File: src/rtl/escape_parser_if.sv
// Escape parser byte/command bundle: received-byte input plus command and character outputs.
// Latency: none, wiring only; the parser registers every output.
// Backpressure: none; bytes arrive at most one per cycle and every strobe is a one-cycle pulse.
//
// Signals:
//   dataReady    byte valid strobe from the UART receiver
//   data         received byte
//   commandReady one-cycle pulse, complete recognised sequence parsed
//   commandType  decoded command (1 CUP, 2 ED, 3 EL, 4-7 cursor moves when enabled)
//   Pn1, Pn2     decoded parameters with defaults applied
//   charReady    one-cycle pulse, plain character available
//   charData     plain character byte, held until the next charReady
// Modports: master drives bytes and observes outputs; slave is the parser.

interface escape_parser_if;
    logic       dataReady;
    logic [7:0] data;
    logic       commandReady;
    logic [2:0] commandType;
    logic [7:0] Pn1;
    logic [7:0] Pn2;
    logic       charReady;
    logic [7:0] charData;

    modport master (
        output dataReady,
        output data,
        input  commandReady,
        input  commandType,
        input  Pn1,
        input  Pn2,
        input  charReady,
        input  charData
    );

    modport slave (
        input  dataReady,
        input  data,
        output commandReady,
        output commandType,
        output Pn1,
        output Pn2,
        output charReady,
        output charData
    );
endinterface

File: src/rtl/escape_parser.sv
// VT100/ANSI escape parser: splits the console byte stream into plain characters and CSI commands.
// Latency: one cycle from a sampled byte to its charReady or commandReady pulse (registered outputs).
// Backpressure: none; one byte per cycle is always accepted and cycles with dataReady low change nothing.
//
// Ports:
//   clk  system clock, all state on the rising edge
//   rst  asynchronous active-low reset
//   bus  escape_parser_if.slave (dataReady/data in; commandReady/commandType/Pn1/Pn2/charReady/charData out)
//
// Build option: define ESC_CURSOR_MOVE_EN to decode the final bytes 'A'..'D' as cursor moves
// (types 4-7, default parameter 1). Left undefined, those bytes abort the sequence like any
// other unknown final byte.

module escape_parser (
    input  logic            clk,
    input  logic            rst,
    escape_parser_if.slave  bus
);

    typedef enum logic [2:0] {
        S_IDLE     = 3'd0,
        S_ESC      = 3'd1,
        S_CSI_P1   = 3'd2,
        S_CSI_P2   = 3'd3,
        S_CSI_SKIP = 3'd4
    } state_t;

    localparam logic [7:0] C_ESC  = 8'h1B;
    localparam logic [7:0] C_CAN  = 8'h18;
    localparam logic [7:0] C_SUB  = 8'h1A;
    localparam logic [7:0] C_LBR  = 8'h5B;
    localparam logic [7:0] C_SEMI = 8'h3B;
    localparam logic [7:0] C_D0   = 8'h30;
    localparam logic [7:0] C_D9   = 8'h39;

    localparam logic [2:0] T_CUP = 3'd1;
    localparam logic [2:0] T_ED  = 3'd2;
    localparam logic [2:0] T_EL  = 3'd3;
`ifdef ESC_CURSOR_MOVE_EN
    localparam logic [2:0] T_CUU = 3'd4;
    localparam logic [2:0] T_CUD = 3'd5;
    localparam logic [2:0] T_CUF = 3'd6;
    localparam logic [2:0] T_CUB = 3'd7;
`endif

    state_t     state;
    logic [7:0] acc1;
    logic [7:0] acc2;
    logic       seen1;
    logic       seen2;

    logic       cmd_rdy_q;
    logic [2:0] cmd_type_q;
    logic [7:0] pn1_q;
    logic [7:0] pn2_q;
    logic       chr_rdy_q;
    logic [7:0] chr_dat_q;

    // Decimal accumulate at 12 bits (255*10+9 fits), then clamp so large
    // parameters stick at 255 instead of wrapping.
    function automatic logic [7:0] acc_step(input logic [7:0] acc, input logic [3:0] digit);
        logic [11:0] wide;
        wide = ({4'd0, acc} * 12'd10) + {8'd0, digit};
        return (wide > 12'd255) ? 8'hFF : wide[7:0];
    endfunction

    logic       is_digit;
    logic       is_abort;
    logic       fin_vld;
    logic [2:0] fin_type;
    logic [7:0] acc1_next;
    logic [7:0] acc2_next;
    logic [7:0] p1_dflt1;
    logic [7:0] p1_dflt0;
    logic [7:0] p2_dflt1;
    logic [7:0] cmd_p1;
    logic [7:0] cmd_p2;

    assign is_digit  = (bus.data >= C_D0) && (bus.data <= C_D9);
    assign is_abort  = (bus.data == C_CAN) || (bus.data == C_SUB);
    assign acc1_next = acc_step(acc1, bus.data[3:0]);
    assign acc2_next = acc_step(acc2, bus.data[3:0]);

    // Final-byte decode; fin_vld low means the byte ends the sequence without a command.
    always_comb begin
        fin_vld  = 1'b0;
        fin_type = 3'd0;
        case (bus.data)
            8'h48, 8'h66: begin fin_vld = 1'b1; fin_type = T_CUP; end  // 'H', 'f'
            8'h4A:        begin fin_vld = 1'b1; fin_type = T_ED;  end  // 'J'
            8'h4B:        begin fin_vld = 1'b1; fin_type = T_EL;  end  // 'K'
`ifdef ESC_CURSOR_MOVE_EN
            8'h41:        begin fin_vld = 1'b1; fin_type = T_CUU; end  // 'A'
            8'h42:        begin fin_vld = 1'b1; fin_type = T_CUD; end  // 'B'
            8'h43:        begin fin_vld = 1'b1; fin_type = T_CUF; end  // 'C'
            8'h44:        begin fin_vld = 1'b1; fin_type = T_CUB; end  // 'D'
`endif
            default: begin fin_vld = 1'b0; fin_type = 3'd0; end
        endcase
    end

    // Parameter defaults. Positioning commands treat absent and zero alike
    // (both mean 1); erase commands treat an absent parameter as 0.
    // Pn2 only carries information for CUP.
    always_comb begin
        p1_dflt1 = (!seen1 || (acc1 == 8'd0)) ? 8'd1 : acc1;
        p1_dflt0 = seen1 ? acc1 : 8'd0;
        p2_dflt1 = (!seen2 || (acc2 == 8'd0)) ? 8'd1 : acc2;
        cmd_p1   = ((fin_type == T_ED) || (fin_type == T_EL)) ? p1_dflt0 : p1_dflt1;
        cmd_p2   = (fin_type == T_CUP) ? p2_dflt1 : 8'd0;
    end

    always_ff @(posedge clk or negedge rst) begin
        if (!rst) begin
            state      <= S_IDLE;
            acc1       <= 8'd0;
            acc2       <= 8'd0;
            seen1      <= 1'b0;
            seen2      <= 1'b0;
            cmd_rdy_q  <= 1'b0;
            cmd_type_q <= 3'd0;
            pn1_q      <= 8'd0;
            pn2_q      <= 8'd0;
            chr_rdy_q  <= 1'b0;
            chr_dat_q  <= 8'd0;
        end else begin
            // Strobes are single-cycle; only a sampled byte can raise one.
            cmd_rdy_q <= 1'b0;
            chr_rdy_q <= 1'b0;
            if (bus.dataReady) begin
                case (state)
                    S_IDLE: begin
                        if (bus.data == C_ESC) begin
                            state <= S_ESC;
                        end else begin
                            chr_rdy_q <= 1'b1;
                            chr_dat_q <= bus.data;
                        end
                    end

                    S_ESC: begin
                        if (bus.data == C_LBR) begin
                            state <= S_CSI_P1;
                            acc1  <= 8'd0;
                            acc2  <= 8'd0;
                            seen1 <= 1'b0;
                            seen2 <= 1'b0;
                        end else if (bus.data == C_ESC) begin
                            state <= S_ESC;
                        end else begin
                            state <= S_IDLE;
                        end
                    end

                    S_CSI_P1, S_CSI_P2, S_CSI_SKIP: begin
                        if (is_digit) begin
                            // Digits past the second parameter fall through untouched.
                            if (state == S_CSI_P1) begin
                                acc1  <= acc1_next;
                                seen1 <= 1'b1;
                            end else if (state == S_CSI_P2) begin
                                acc2  <= acc2_next;
                                seen2 <= 1'b1;
                            end
                        end else if (bus.data == C_SEMI) begin
                            if (state == S_CSI_P1) begin
                                state <= S_CSI_P2;
                            end else begin
                                state <= S_CSI_SKIP;
                            end
                        end else if (bus.data == C_ESC) begin
                            // A fresh ESC restarts rather than aborts to IDLE.
                            state <= S_ESC;
                        end else if (is_abort) begin
                            state <= S_IDLE;
                        end else if (fin_vld) begin
                            state      <= S_IDLE;
                            cmd_rdy_q  <= 1'b1;
                            cmd_type_q <= fin_type;
                            pn1_q      <= cmd_p1;
                            pn2_q      <= cmd_p2;
                        end else begin
                            // Unknown byte: sequence is discarded, byte is not echoed.
                            state <= S_IDLE;
                        end
                    end

                    default: state <= S_IDLE;
                endcase
            end
        end
    end

    assign bus.commandReady = cmd_rdy_q;
    assign bus.commandType  = cmd_type_q;
    assign bus.Pn1          = pn1_q;
    assign bus.Pn2          = pn2_q;
    assign bus.charReady    = chr_rdy_q;
    assign bus.charData     = chr_dat_q;

endmodule

File: src/flat_wrapper.sv
// flat-port wrapper written by rule: the top's interface ports become plain ports
module escape_parser_flat 
  (clk, rst, bus_dataReady, bus_data, bus_commandReady, bus_commandType, bus_Pn1, bus_Pn2, bus_charReady, bus_charData);
  escape_parser_if bus_i ();
  input  logic clk;
  input  logic rst;
  input wire logic [$bits(bus_i.dataReady)-1:0] bus_dataReady;
  input wire logic [$bits(bus_i.data)-1:0] bus_data;
  output wire logic [$bits(bus_i.commandReady)-1:0] bus_commandReady;
  output wire logic [$bits(bus_i.commandType)-1:0] bus_commandType;
  output wire logic [$bits(bus_i.Pn1)-1:0] bus_Pn1;
  output wire logic [$bits(bus_i.Pn2)-1:0] bus_Pn2;
  output wire logic [$bits(bus_i.charReady)-1:0] bus_charReady;
  output wire logic [$bits(bus_i.charData)-1:0] bus_charData;
  assign bus_i.dataReady = bus_dataReady;
  assign bus_i.data = bus_data;
  assign bus_commandReady = bus_i.commandReady;
  assign bus_commandType = bus_i.commandType;
  assign bus_Pn1 = bus_i.Pn1;
  assign bus_Pn2 = bus_i.Pn2;
  assign bus_charReady = bus_i.charReady;
  assign bus_charData = bus_i.charData;
  escape_parser u_core (.clk(clk), .rst(rst), .bus(bus_i));
endmodule
File: config.mk
export PLATFORM = sky130hd
export DESIGN_NAME = escape_parser_flat
export DESIGN_NICKNAME = d
export VERILOG_FILES = /design/src/rtl/escape_parser_if.sv /design/src/rtl/escape_parser.sv /design/src/flat_wrapper.sv
export SDC_FILE = /design/constraint.sdc
export NUM_CORES = 1
export LEC_CHECK = 0
export ABC_CLOCK_PERIOD_IN_PS = 3100
export CAP_MARGIN = 20
export CORE_ASPECT_RATIO = 1.1
export CORE_MARGIN = 2
export CORE_UTILIZATION = 47
export CTS_CLUSTER_SIZE = 16
export DETAILED_ROUTE_END_ITERATION = 6
export PLACE_DENSITY_LB_ADDON = 0.1
export SYNTH_ARGS = -nofsm -noshare
export SYNTH_HDL_FRONTEND = slang
export SYNTH_SLANG_ARGS = --single-unit
File: constraint.sdc
create_clock -name clk -period 3.1 [get_ports clk]
set_input_delay 0.465 -clock clk [delete_from_list [all_inputs] [get_ports clk]]
set_output_delay 0.465 -clock clk [all_outputs]
set_load 0.01 [all_outputs]
; Yosys cells after proc, flatten, opt, wreduce, memory -nomap -nowiden
; Cells that the tools add are included.
[word_totals]
reg_bits = 50
input_bits = 11
output_inout_bits = 29
wordCells = 107
[op_classes]
n_addsub = 2
multipliers = 2
n_lt_le_gt_ge = 4
eq_ne = 23
muxes = 42
bitwise = 4
reduce_logical = 19
[ops]
columns = op, count
row1 = 2-to-1 mux 8 bit, 13
row2 = == test 8 x 7 -> 1 bit (second input constant), 5
row3 = one-hot mux 8 bit (2 select lines), 2
row4 = adder 12 x 4 -> 12 bit, 2
row5 = == test 8 x 5 -> 1 bit (second input constant), 3
row6 = greater-than comparator 12 x 8 -> 1 bit (second input constant), 2
row7 = multiplier 8 x 3 -> 11 bit (second input constant), 2
row8 = 2-to-1 mux 1 bit, 18
row9 = zero test 8 bit, 2
row10 = 2-to-1 mux 3 bit, 5
row11 = != test 2 x 1 -> 1 bit (second input constant), 5
row12 = one-hot mux 3 bit (3 select lines), 1
row13 = == test 8 x 6 -> 1 bit (second input constant), 1
row14 = >= comparator 8 x 6 -> 1 bit (second input constant), 1
row15 = less-or-equal comparator 8 x 6 -> 1 bit (second input constant), 1
row16 = AND reduction 7 bit, 1
row17 = == test 3 x 2 -> 1 bit (second input constant), 2
row18 = one-hot mux 2 bit (3 select lines), 1
row19 = AND reduction 3 bit, 2
row20 = AND reduction 6 bit, 1
row21 = AND reduction 5 bit, 1
row22 = == test 2 bit (second input constant), 2
row23 = logical OR 1 bit, 4
row24 = != test 2 bit (second input constant), 2
row25 = other kinds (12), 17

; Longest topological paths before layout
[depth]
depth_word = 10
depth_mapped = 8
depth_no_buf = 8

; Worst setup path after synthesis
; Ideal clock, no wire load.
[synth_timing]
path_kind = register to register
start = register u_core.acc1[1]
end = register u_core.acc1[7]
setup_ps = 121
arrival_ps = 2728
required_ps = 2979
path_slack_ps = 251
stages_incl_launch_ff = 9
path_buffers = 0
synth_period_minus_slack_ps = 2849
cell_sequence = dfrtp_1 > ha_1 > ha_1 > fa_1 > xor2_1 > nand4_1 > or4b_2 > a211o_1 > a22o_1
[synth_via]
elab_chain_len = 7
[synth_lines]
columns = element, line
row1 = from (decl), escape_parser.sv:47  ; logic [7:0] acc1;
row2 = from (signal assigned), escape_parser.sv:159  ; acc1 <= acc1_next;
row3 = multiplier 8 x 3 -> 11 bit *, escape_parser.sv:63  ; wide = ({4'd0, acc} * 12'd10) + {8'd0, digit};
row4 = adder 12 x 4 -> 12 bit *, escape_parser.sv:63
row5 = greater-than comparator 12 x 8 -> 1 bit, escape_parser.sv:64  ; return (wide > 12'd255) ? 8'hFF : wide[7:0];
row6 = 2-to-1 mux 8 bit *, escape_parser.sv:64
row7 = 2-to-1 mux 8 bit *, escape_parser.sv:158  ; if (state == S_CSI_P1) begin
row8 = 2-to-1 mux 8 bit *, escape_parser.sv:156  ; if (is_digit) begin
row9 = one-hot mux 8 bit (2 select lines) *, escape_parser.sv:131  ; case (state)
; Mark *: on every way between the ends. The rest lies on a longest branch, timed or not. The select of a mux whose other input is x is not followed.
; A chain may end at the register's enable or synchronous reset.

; Final worst setup path
; Ends and elaborated chain as after synthesis.

==> run metrics <==
status=completed; Final Net Count=445; largest net degree at the start of global routing=32; post-CTS setup repair buffer count=0; Reg clk slew, reported paths=0.10 ns; via/cell ratio=5.67; synth cell count leaders=dfrtp_1 (49), a21oi_1 (38), ha_1 (30); Gate power share=0.099; Port Buffers=38; fraction of registers with async set/reset=1.00; final setup skew=0.0116 ns; Cell Int Power=0.875 mW; register area share after synthesis=0.368; Slew Viols, Final=0; maximum vdd drop=0.000188 V; H-tree lvl count=2; die width=84.3 um; Finished Core Util=0.587; Slew headroom=0.525; area of the die=0.00778 sq mm; number of cell rows=32; Crit path arrival time=3.14 ns; Final Hold Viols=0; Tmin final=2.94 ns; cts bufs inserted=5; P_sw=0.303 mW; Finish-stage setup viols=0; Vias=2758; vias in the first global route=2795; CTS tree=yes; Fillers=602; P per Cell Area=290 mW/mm^2; initial antenna violation count=0; clock insertion delay at the later pin of the skew report=0.31 ns; die height=92.3 um; Total Power=1.18 mW; first-pass GRT wire length=13400 um; grt ovf=0; CP Capture Type=register; Pre-Repair DR Iteration Count=4; clock root cell=clkbuf_8; FF/Latch Area=0.00123 sq mm; wire length per cell=15.5 um; I/O Pins=40; Synth Cell Area=0.00333 sq mm; Syn Inst Count=338; mean post-synth cell area=9.86 sq um; HPWL Detailed=5730 um; share of the synthesized area in the top cell type=0.368; maxcap violations=0; Net Count, Synth=383; GPL Wtd Cong=0.920; critical path class=register to register; post-synthesis cell type count=56; clock network power share=0.342; fmax=0.340 GHz; # hold bufs at CTS=0; Sw Share=0.257; n_diodes=0; unrepaired setup endpoints after global routing=false; post-detailed-route count of antenna-violating nets=0; CP startpoint kind=register; clk buf depth=2; Synth area leaders=dfrtp_1 (37%), ha_1 (11%), a21oi_1 (5.7%); WL final=7540 um; Seq pwr share=0.558; worst slew pin tran=0.713 ns; FF+latch count, synth=49; worst-path fanout max=3; Multi-input gate area=0.00197 sq mm; area of the core=0.00693 sq mm; area grow syn2layout=21.9%; main flop type after synthesis=dfrtp_1; worst endpoint required time=3.30 ns; Starting Density=0.481; setup TNS=0 ns; PostCTS Resize Cnt=0; share of cells above drive strength 1=0.140; DR iter-0 viols=78; count leader, synth=dfrtp_1; largest area contributor in the netlist=dfrtp_1; HP Class=input port to async pin; Post-synth EDFFs=0; leakage=1.91 nW; yosys warns=0; Tot GR Track Use=0.211; Sink Count=49; final period utilization=0.948; Post-route DRC=0
==> power groups by stage <==
stage / registers [mW] / clock network, mW / logic, mW
2_1_floorplan: 0.676 / 0 / 0.0374
3_3_place_gp: 0.670 / 0 / 0.117
3_5_place_dp: 0.670 / 0 / 0.118
4_1_cts: 0.658 / 0.420 / 0.119
5_1_grt: 0.659 / 0.446 / 0.129
6_report: 0.657 / 0.403 / 0.117
==> cells by family (layout without fill, tap and decap cells) <==
| family | count (synthesis) | after routing | share of synthesized area |
|---|---|---|---|
| compound gates | 95 | 95 | 0.186 |
| xor+xnor | 9 | 9 | 0.0236 |
| fa+ha+maj | 34 | 34 | 0.137 |
| buf+inv | 33 | 96 | 0.0462 |
| flops | 49 | 49 | 0.368 |
| mux | 27 | 27 | 0.0848 |
| other cells | 1 | 1 | 0.00113 |
| simple gates | 90 | 90 | 0.154 |
==> stage by stage <==
stage          setup slack (ns)  cell area [sq um]  hold WS (ns)  cells
3_3_place_gp              0.174               3960         0.468    477
3_5_place_dp              0.184               3960         0.475    477
6_report                  0.161               4060         0.193    486
4_1_cts                   0.201               4060         0.212    485
2_1_floorplan             0.251               3330         0.169    338
5_1_grt                  0.0284               4060         0.240    486
==> flip-flops by register name (all words and copies together) (netlist names) <==
register	flops
u_core.acc1	8
u_core.acc2	8
u_core.bus.Pn1	8
u_core.bus.Pn2	8
u_core.bus.charData	8
u_core.state	3
u_core.bus.commandType	2
u_core.bus.charReady	1
u_core.bus.commandReady	1
u_core.seen1	1
u_core.seen2	1
==> cells in the final DEF (no fill, tap or decap), types with 4 or more instances in the layout <==
cell and n:
buf_4 24, or2_2 4, fa_1 4, nand2_1 23
ha_1 30, clkdlybuf4s50_1 37, nand4b_1 4, inv_1 24
mux2i_1 17, xnor2_1 6, o31ai_1 5, clkbuf_8 5
a211o_1 4, a21o_1 8, mux2_2 10, nor4_1 4
nand3_1 6, nor2_1 11, dfrtp_1 49, a211oi_1 13
o21ai_0 8, a21oi_1 38, nor3_1 11
==> layer usage <==
layer	wire (um)	up-vias	global-route usage
li1	-	1373	-
met1	3660	1321	0.296
met2	3550	56	0.337
met3	250	8	0.0330
met4	74	0	0.0645
met5	0	-	0
==> path summary, 6_finish.rpt <==
check                                       startpoint                      to  slack (ns)  depth (start not counted)
worst max-delay path                    u_core.acc1[1]          u_core.acc1[7]        0.16                          8
worst min-delay path                               rst          u_core.acc2[6]        0.19                          1
worst max register to register          u_core.acc1[1]          u_core.acc1[7]        0.16                          8
worst min register to register  u_core.bus.charData[5]  u_core.bus.charData[5]        0.50                          2
max in group asynchronous                          rst            u_core.seen1        2.18                          2
min in group clk                u_core.bus.charData[5]  u_core.bus.charData[5]        0.50                          2
==> worst max-delay path, stage by stage, from the launching register on <==
cell	delay [ns]
dfrtp_1	0.39
ha_1	0.30
ha_1	0.24
fa_1	0.43
xor2_1	0.23
nand4_1	0.14
or4b_2	0.62
a211o_1	0.28
a22o_1	0.20
==> final cells by class <==
class / count / share of cell area
Sequential cell: 49 / 0.302
Multi-Input combinational cell: 256 / 0.484
Inverter: 24 / 0.0222
Timing Repair Buffer: 64 / 0.143
Clock buffer: 5 / 0.0169
Clock inverter: 3 / 0.00647
Tap cell: 85 / 0.0262
Note: power is estimated with default switching activity, not from simulation.
